`src/rtl/psum_accumulator.sv`:
```
// rtl/psum_accumulator.sv - accumulates systolic-array psum rows over N passes, drains per-column totals.
module psum_accumulator #(
    parameter int ARRAY_SIZE = 8,
    parameter int PSUM_WIDTH = 52,
    parameter int ACC_WIDTH  = 64,
    parameter int PASS_W     = 8,
    localparam int COL_W     = (ARRAY_SIZE > 1) ? $clog2(ARRAY_SIZE) : 1
) (
    input  logic                                 clk,
    input  logic                                 rst,
    input  logic                                 start,
    input  logic [PASS_W-1:0]                    num_passes,
    input  logic                                 s_psum,
    input  logic                                 psum_valid,
    output logic                                 psum_ready,
    input  logic [ARRAY_SIZE-1:0][PSUM_WIDTH-1:0] psums,
    output logic                                 out_valid,
    input  logic                                 out_ready,
    output logic [ACC_WIDTH-1:0]                 out_data,
    output logic [COL_W-1:0]                     out_col,
    output logic                                 out_last,
    output logic                                 busy,
    output logic                                 overflow
);

    typedef enum logic [1:0] {IDLE, ACCUM, DRAIN} state_t;

    state_t                 state_q, state_d;
    logic [ACC_WIDTH-1:0]   acc_q [ARRAY_SIZE];
    logic [ACC_WIDTH-1:0]   acc_d [ARRAY_SIZE];
    logic [PASS_W-1:0]      pass_q, pass_d;
    logic [PASS_W-1:0]      np_q, np_d;
    logic                   sgn_q, sgn_d;
    logic [COL_W-1:0]       col_q, col_d;
    logic                   ovf_q, ovf_d;

    logic [ACC_WIDTH-1:0]   ext_w [ARRAY_SIZE];
    logic [ACC_WIDTH:0]     sum_w [ARRAY_SIZE];
    logic                   ovf_any;
    logic                   beat;
    logic                   last_beat;
    logic                   last_col;
    logic                   hs;

    assign beat      = (state_q == ACCUM) && psum_valid;
    assign last_beat = beat && ((pass_q + PASS_W'(1)) == np_q);
    assign last_col  = (col_q == COL_W'(ARRAY_SIZE - 1));
    assign hs        = (state_q == DRAIN) && out_ready;

    // One extra bit on each sum carries the unsigned carry-out for overflow detection.
    always_comb begin
        ovf_any = 1'b0;
        for (int i = 0; i < ARRAY_SIZE; i++) begin
            ext_w[i] = sgn_q ? ACC_WIDTH'($signed(psums[i])) : ACC_WIDTH'(psums[i]);
            sum_w[i] = {1'b0, acc_q[i]} + {1'b0, ext_w[i]};
            if (sgn_q) begin
                ovf_any = ovf_any
                        | ((acc_q[i][ACC_WIDTH-1] == ext_w[i][ACC_WIDTH-1])
                        && (sum_w[i][ACC_WIDTH-1] != acc_q[i][ACC_WIDTH-1]));
            end else begin
                ovf_any = ovf_any | sum_w[i][ACC_WIDTH];
            end
        end
    end

    always_ff @(posedge clk) begin
        if (rst) begin
            state_q <= IDLE;
        end else begin
            state_q <= state_d;
        end
    end

    always_comb begin
        state_d = state_q;
        case (state_q)
            IDLE:    if (start)            state_d = ACCUM;
            ACCUM:   if (last_beat)        state_d = DRAIN;
            DRAIN:   if (hs && last_col)   state_d = IDLE;
            default:                       state_d = IDLE;
        endcase
    end

    always_comb begin
        psum_ready = (state_q == ACCUM);
        out_valid  = (state_q == DRAIN);
        out_data   = (state_q == DRAIN) ? acc_q[col_q] : '0;
        out_col    = col_q;
        out_last   = (state_q == DRAIN) && last_col;
        busy       = (state_q != IDLE);
        overflow   = ovf_q;
    end

    always_comb begin
        acc_d  = acc_q;
        pass_d = pass_q;
        np_d   = np_q;
        sgn_d  = sgn_q;
        col_d  = col_q;
        ovf_d  = ovf_q;
        if ((state_q == IDLE) && start) begin
            np_d   = (num_passes == '0) ? PASS_W'(1) : num_passes;
            sgn_d  = s_psum;
            pass_d = '0;
            col_d  = '0;
            ovf_d  = 1'b0;
            for (int i = 0; i < ARRAY_SIZE; i++) acc_d[i] = '0;
        end
        if (beat) begin
            for (int i = 0; i < ARRAY_SIZE; i++) acc_d[i] = sum_w[i][ACC_WIDTH-1:0];
            ovf_d  = ovf_q | ovf_any;
            pass_d = pass_q + PASS_W'(1);
            if (last_beat) col_d = '0;
        end
        if (hs) begin
            col_d = last_col ? '0 : col_q + COL_W'(1);
        end
    end

    always_ff @(posedge clk) begin
        if (rst) begin
            for (int i = 0; i < ARRAY_SIZE; i++) acc_q[i] <= '0;
            pass_q <= '0;
            np_q   <= '0;
            sgn_q  <= 1'b0;
            col_q  <= '0;
            ovf_q  <= 1'b0;
        end else begin
            for (int i = 0; i < ARRAY_SIZE; i++) acc_q[i] <= acc_d[i];
            pass_q <= pass_d;
            np_q   <= np_d;
            sgn_q  <= sgn_d;
            col_q  <= col_d;
            ovf_q  <= ovf_d;
        end
    end

endmodule
```
`config.mk`:
```
export PLATFORM = sky130hd
export DESIGN_NAME = psum_accumulator
export DESIGN_NICKNAME = d
export VERILOG_FILES = /design/src/rtl/psum_accumulator.sv
export SDC_FILE = /design/constraint.sdc
export NUM_CORES = 2
export LEC_CHECK = 0
export CORE_UTILIZATION = 45
export DETAILED_ROUTE_END_ITERATION = 8
export PLACE_DENSITY = 0.65
export SLEW_MARGIN = 20
export SYNTH_ARGS = -nofsm -noshare
export SYNTH_HDL_FRONTEND = slang
export SYNTH_SLANG_ARGS = --single-unit
```
`constraint.sdc`:
```
create_clock -name clk -period 6.4 [get_ports clk]
set_input_delay 1.28 -clock clk [delete_from_list [all_inputs] [get_ports clk]]
set_output_delay 1.28 -clock clk [all_outputs]
set_load 0.01 [all_outputs]
```
**Word-level counts from Yosys, hierarchy flattened**

Cells that the tools add are included.

- Output and inout port bits: 72
- Bits of input ports: 430
- Bits in registers: 535

- Multiplexer cells: 36
- Eq/ne operators: 23
- Bitwise gates (word level): 16
- $add $sub $neg: 10
- Order comparisons: 1
- Reduce and logical (&&, ||, !) cells: 19

Operators by type and width:

| cell | count |
|---|---|
| $mux W512 | 2 |
| $mux W64 | 11 |
| $add A64 B64 Y65 | 8 |
| $bmux W64 S3 | 1 |
| $mux W8 | 3 |
| $mux W3 | 5 |
| $or A1 B1 Y1 | 15 |
| $logic_and A1 B1 Y1 | 14 |
| $mux W1 | 10 |
| $add A8 B1 Y8 const B | 1 |
| $eq A1 B1 Y1 | 8 |
| $eq A8 B8 Y1 | 1 |
| $logic_not A8 Y1 | 1 |
| $ne A1 B1 Y1 | 8 |
| $mux W2 | 3 |
| $pmux W2 S3 | 1 |
| $ge A4 B4 Y1 const B | 1 |
| $ne A2 B1 Y1 const B | 2 |
| $not A3 Y4 | 1 |
| $reduce_bool A2 Y1 | 2 |
| $add A3 B1 Y3 const B | 1 |
| $eq A3 B3 Y1 const B | 1 |
| $reduce_and A3 Y1 | 1 |
| $eq A2 B1 Y1 const B | 1 |
| 3 further kinds | 3 |

**Depth between registers and ports, before layout**

- Depth in word-level cells: 21
- Gate-level depth with buffers: 18
- Depth with buffers taken out: 16

**Worst setup path after synthesis**

OpenSTA, ideal clock, no wires.

- Kind: input port to flip-flop
- Start point: input psums[312] (netlist name)
- End point: register acc_q[122] (netlist name)
- Arrival time: 4.638 ns
- Stages: 15
- Buffers on the path: 0
- Library setup time: 0.128 ns
- Path slack: 1.634 ns
- Path through: ha_1 -> fa_1 -> a21o_1 -> a21o_1 -> a2111oi_1 -> a2111oi_0 -> o211ai_1 -> nand3_1 -> o211a_1 -> a211o_1 -> o41ai_2 -> o21ai_0 -> a31oi_1 -> xor2_1 -> o21ai_0

- Longest elaborated chain between the ends: 3

RTL lines:

| element | RTL line | source |
|---|---|---|
| from (decl) | 16 | `input logic [ARRAY_SIZE-1:0][PSUM_WIDTH-1:0] psums,` |
| $mux W64 | 54 | `ext_w[i] = sgn_q ? ACC_WIDTH'($signed(psums[i])) : ACC_WIDTH'(psums[i]);` |
| $add A64 B64 Y65 | 55 | `sum_w[i] = {1'b0, acc_q[i]} + {1'b0, ext_w[i]};` |
| $mux W512 | 109 | `if (beat) begin` |
| to (decl) | 29 | `logic [ACC_WIDTH-1:0] acc_q [ARRAY_SIZE];` |

No other way between the ends.
A chain may end at the register's enable or synchronous reset.

**Final worst setup path**

- Start point: input psums[314] (netlist name)
- End point: register ovf_q, in the netlist overflow

- Longest elaborated chain between the ends: 10

RTL lines:

| element | RTL line | source |
|---|---|---|
| $mux W64 (*) | 54 |  |
| $add A64 B64 Y65 (*) | 55 |  |
| $ne A1 B1 Y1 | 59 | `&& (sum_w[i][ACC_WIDTH-1] != acc_q[i][ACC_WIDTH-1]));` |
| $logic_and A1 B1 Y1 | 59 |  |
| $or A1 B1 Y1 | 58 | `\| ((acc_q[i][ACC_WIDTH-1] == ext_w[i][ACC_WIDTH-1])` |
| $mux W1 (*) | 56 | `if (sgn_q) begin` |
| $or A1 B1 Y1 (on tied branches) | 61, 58 |  |
| $mux W1 (*) | 56 |  |
| $or A1 B1 Y1 (*) | 111 | `ovf_d = ovf_q \| ovf_any;` |
| $mux W1 (*) | 109 |  |
| to (signal assigned) | 134 | `ovf_q <= ovf_d;` |
| to (decl) | 35 | `logic ovf_q, ovf_d;` |

Mark *: on every way between the ends. The rest lies on a longest branch, timed or not.

==> summary.md <==
| Metric | Value |
|---|---|
| Result of the run | `finished, final reports clean` |
| Required time of the worst setup path | `6.94 ns` |
| Instance count of the mapped netlist | `6,325` |
| Hold bufs inserted after CTS | `0` |
| Setup repair after global routing missed its margin | `false` |
| Number of standard cells in the layout, taps in and fillers out | `about 8,200` |
| Endpoint kind of the worst setup timing path | `flip-flop` |
| Net count of the finished layout | `between 7,000 and 8,000` |
| Area contributors post-synth | `sky130_fd_sc_hd__dfxtp_1 21%, sky130_fd_sc_hd__ha_1 13%, sky130_fd_sc_hd__a21oi_1 5.9%` |
| Number of H-tree levels | `3` |
| Post-synthesis mux area share | `a little over 7%` |
| Largest family of logic cells by synthesized area | `compound AO/OA/AOI/OAI gates` |
| Area taken by flip-flops and latches | `~0.011 mm^2` |
| Compound-gate portion of the synthesized area | `between 20% and 30%` |
| Wire length of the first global-routing pass | `roughly 300 mm` |
| Arrival time worst endpoint | `6.06 ns` |
| Total global routing track utilization | `between 30% and 40%` |
| Number of antenna violations at the first check in global routing | `20` |
| LEAKAGE | `around 0.025 uW` |
| Flip-flop and latch count after synthesis | `535` |
| Number of remaining DRC errors | `0` |
| Number of setup violations in the final report | `0` |
| Detailed placer's ending HPWL | `~160 mm` |
| Simple-gate portion of the synthesized area | `about 17%` |
| Filler cell count | `between 10,000 and 15,000` |
| Post-route antenna net violation count | `0` |
| Average instance area after synthesis | `about 8 um^2` |
| Number of ports placed on the die boundary | `around 500` |
| Critical Setup Path Class | `input port to flip-flop` |
| Core area | `0.109 mm^2` |
| Fin crit share | `86.2%` |
| Async S/R FF share, synth | `0%` |
| Maximum number of pins on one net before global-route repair | `171` |
| Post-Place Cells | `~8,000` |
| Area grow syn2layout | `17.3%` |
| DR vias | `approximately 51,000` |
| Worst vdd ir | `about 0.00016 V` |
| Buffer cell driving the clock tree root | `sky130_fd_sc_hd__clkbuf_16` |
| Normalized max-slew margin | `about 17%` |
| Number of warning messages in the yosys log | `0` |
| Share of the synthesized area in the top cell type | `~21%` |
| Drt pass-1 iters | `6` |
| Number of rows created at floorplan | `~120` |
| CTS tree | `yes` |
| Via count of the first global-routing pass | `about 47,000` |
| Effective utilization at floorplan | `a little under half` |
| Sequential element share of the synthesized area | `21.5%` |
| Die width | `roughly 330 um` |
| MaxCap Viol Count | `0` |
| GRT met1 Usage | `between 40% and 50%` |
| Die span in y | `335 um` |
| Final critical delay including setup and external delays | `between 5 and 6 ns` |
| Number of buffers between clock root and the deepest sink | `3` |
| Post-detailed-route wirelength per cell | `approximately 25 um` |
| Type of origin of the critical path | `input port` |
| Power per unit of standard cell area | `roughly 180 mW/mm^2` |
| Port-buffer cells | `approximately 500` |
| Met3 track utilization from global routing | `between 5 and 6%` |
| Met2 track demand over resource in global routing | `between 50% and 60%` |
| Detailed Route Iter0 Violations | `between 5,000 and 6,000` |
| Number of vias per cell after detailed routing | `approximately 6.2` |
| Number of setup buffers added after CTS | `0` |
| Layout cells sized above 1 | `under 10%` |
| Remaining Overflow, GRT | `0` |
| Post-synthesis cell type count | `between 90 and 100` |
| Worst hold path class | `flip-flop to flip-flop` |
| Fin. Hold Viols | `0` |
| Flip-flop cell with the highest count after synthesis | `sky130_fd_sc_hd__dfxtp_1` |
| Cell accounting for the most synthesized area | `sky130_fd_sc_hd__dfxtp_1` |
| Transition time of the tightest slew-check pin | `1.21 ns` |
| Post-CTS resize count | `0` |
| Number of CTS-inserted buffers | `73` |
| Synthesized Nets | `7,262` |
| Xor-xnor portion of the synthesized cell area | `8.23%` |
| Final routed wirelength across all metal layers | `a little over 200 mm` |
| Fraction of the mapped netlist area in adder cells | `around 13%` |
| Area of the multi-input gates | `about 0.037 mm^2` |
| Highest achievable clock rate | `around 180 MHz` |
| Peak fanout along the critical path | `4` |
| Die ar. | `~0.11 mm^2` |
| Final RePlAce weighted congestion | `1.00` |
| Total negative slack | `0 ns` |
| Most Crowded Layer GR | `met2` |
| # clock sinks | `around 540` |
| Combined area of all synthesized cells | `approximately 0.050 mm^2` |
| Slew Viols, Final | `0` |
| Number of enable-type register cells in the synthesized netlist | `0` |
| Clock slew at reported path FFs | `approximately 0.06 ns` |
| Worst clock skew | `about 0.028 ns` |
| Latest clock arrival within the worst-skew pair | `0.66 ns` |
## final timing paths
kind	from	to	slack (ns)	cells past startpoint
setup / recovery	psums[314]	overflow	0.88	17
hold / removal	acc_q[290]	acc_q[290]	0.48	2
setup reg to reg	sgn_q	overflow	1.16	16
hold reg to reg	acc_q[290]	acc_q[290]	0.48	2
## final cells by class
| class | instances | share of cell area [%] |
|---|---|---|
| multi-input cells | 5284 | 63.7 |
| flip-flops and latches | 535 | 18.3 |
| repair buffers | 569 | 9.59 |
| clock buffers | 109 | 3.72 |
| well taps | 1476 | 3.16 |
| inverters | 146 | 0.937 |
| clock inverters | 21 | 0.509 |
| diodes | 14 | 0.0599 |
## metal layers
metal / vias up / part of all wire (%)
met5: - / 0.051
met4: 16 / 4.9
met3: 371 / 8.0
met2: 2115 / 44
met1: 23999 / 43
li1: 24124 / -
## worst max-delay path, stage by stage
cell and delay, ns:
sky130_fd_sc_hd__clkdlybuf4s50_1 0.45, sky130_fd_sc_hd__ha_1 0.36, sky130_fd_sc_hd__o21ai_0 0.13, sky130_fd_sc_hd__o21ai_0 0.41, sky130_fd_sc_hd__nand4bb_1 0.29, sky130_fd_sc_hd__a211oi_1 0.61
sky130_fd_sc_hd__o31ai_1 0.14, sky130_fd_sc_hd__buf_4 0.19, sky130_fd_sc_hd__nand3_1 0.13, sky130_fd_sc_hd__nor4b_1 0.41, sky130_fd_sc_hd__nor3_1 0.10, sky130_fd_sc_hd__buf_4 0.17
sky130_fd_sc_hd__o31ai_1 0.43, sky130_fd_sc_hd__xor2_1 0.15, sky130_fd_sc_hd__a211oi_1 0.27, sky130_fd_sc_hd__o2111ai_1 0.13, sky130_fd_sc_hd__or3_1 0.39
## cells in the mapped netlist (all sizes together), types with 17 or more instances
master / count
a211o: 18
a211oi: 44
a21boi: 18
a21o: 307
a21oi: 592
a22oi: 323
a31oi: 76
a32oi: 17
and2: 31
and3: 60
buf: 29
clkbuf: 331
dfxtp: 535
ha: 499
inv: 145
mux2i: 71
mux4: 128
nand2: 503
nand2b: 58
nand3: 131
nand4: 108
nor2: 710
nor2b: 67
nor3: 88
nor4: 23
o211ai: 37
o21a: 59
o21ai: 415
o21bai: 97
o22ai: 17
o31ai: 32
or2: 22
or3: 35
xnor2: 278
xor2: 190
## per-stage QoR
stage | utilization, % | cell area (um^2) | total power, uW | worst slack, ns | hold WS [ns]
final | 53.5 | 58500 | 10600 | 0.880 | 0.476
after global placement | 51.2 | 56000 | 6240 | 0.453 | 0.460
after global routing | 53.5 | 58400 | 11000 | 0.624 | 0.501
after CTS | 53.5 | 58400 | 10600 | 1.01 | 0.476
after detailed placement | 51.2 | 56000 | 6250 | 0.352 | 0.469
after floorplan | - | 49800 | 5300 | 1.63 | 0.440
## registers in the layout, indices dropped and copies added, names as in the netlist
| signal | cells |
|---|---|
| acc_q | 512 |
| state_q | 2 |
| out_col | 3 |
| np_q | 8 |
| sgn_q | 1 |
| overflow | 1 |
| pass_q | 8 |
## kinds of logic after synthesis
kind of cell | Yosys count
compound gates | 2217
simple gates | 1884
flops | 535
fa+ha+maj | 513
buf+inv | 506
xor+xnor | 468
mux | 202
## power by group
part | switching [uW] | total, uW | internal [uW]
Sequential | 160 | 3620 | 3460
Combinational | 1540 | 2620 | 1080
Clock | 1730 | 4350 | 2620
Total | 3430 | 10600 | 7160
## layout by cell type, fill, tap and decap left out, types with 278 or more instances in the layout
cell	count
sky130_fd_sc_hd__clkdlybuf4s50_1	500
sky130_fd_sc_hd__nand2_1	502
sky130_fd_sc_hd__a21oi_1	591
sky130_fd_sc_hd__o21ai_0	407
sky130_fd_sc_hd__ha_1	499
sky130_fd_sc_hd__a22oi_1	323
sky130_fd_sc_hd__a21o_1	307
sky130_fd_sc_hd__dfxtp_1	532
sky130_fd_sc_hd__xnor2_1	278
sky130_fd_sc_hd__nor2_1	708
No activity file was read; power rests on OpenSTA's default activity.
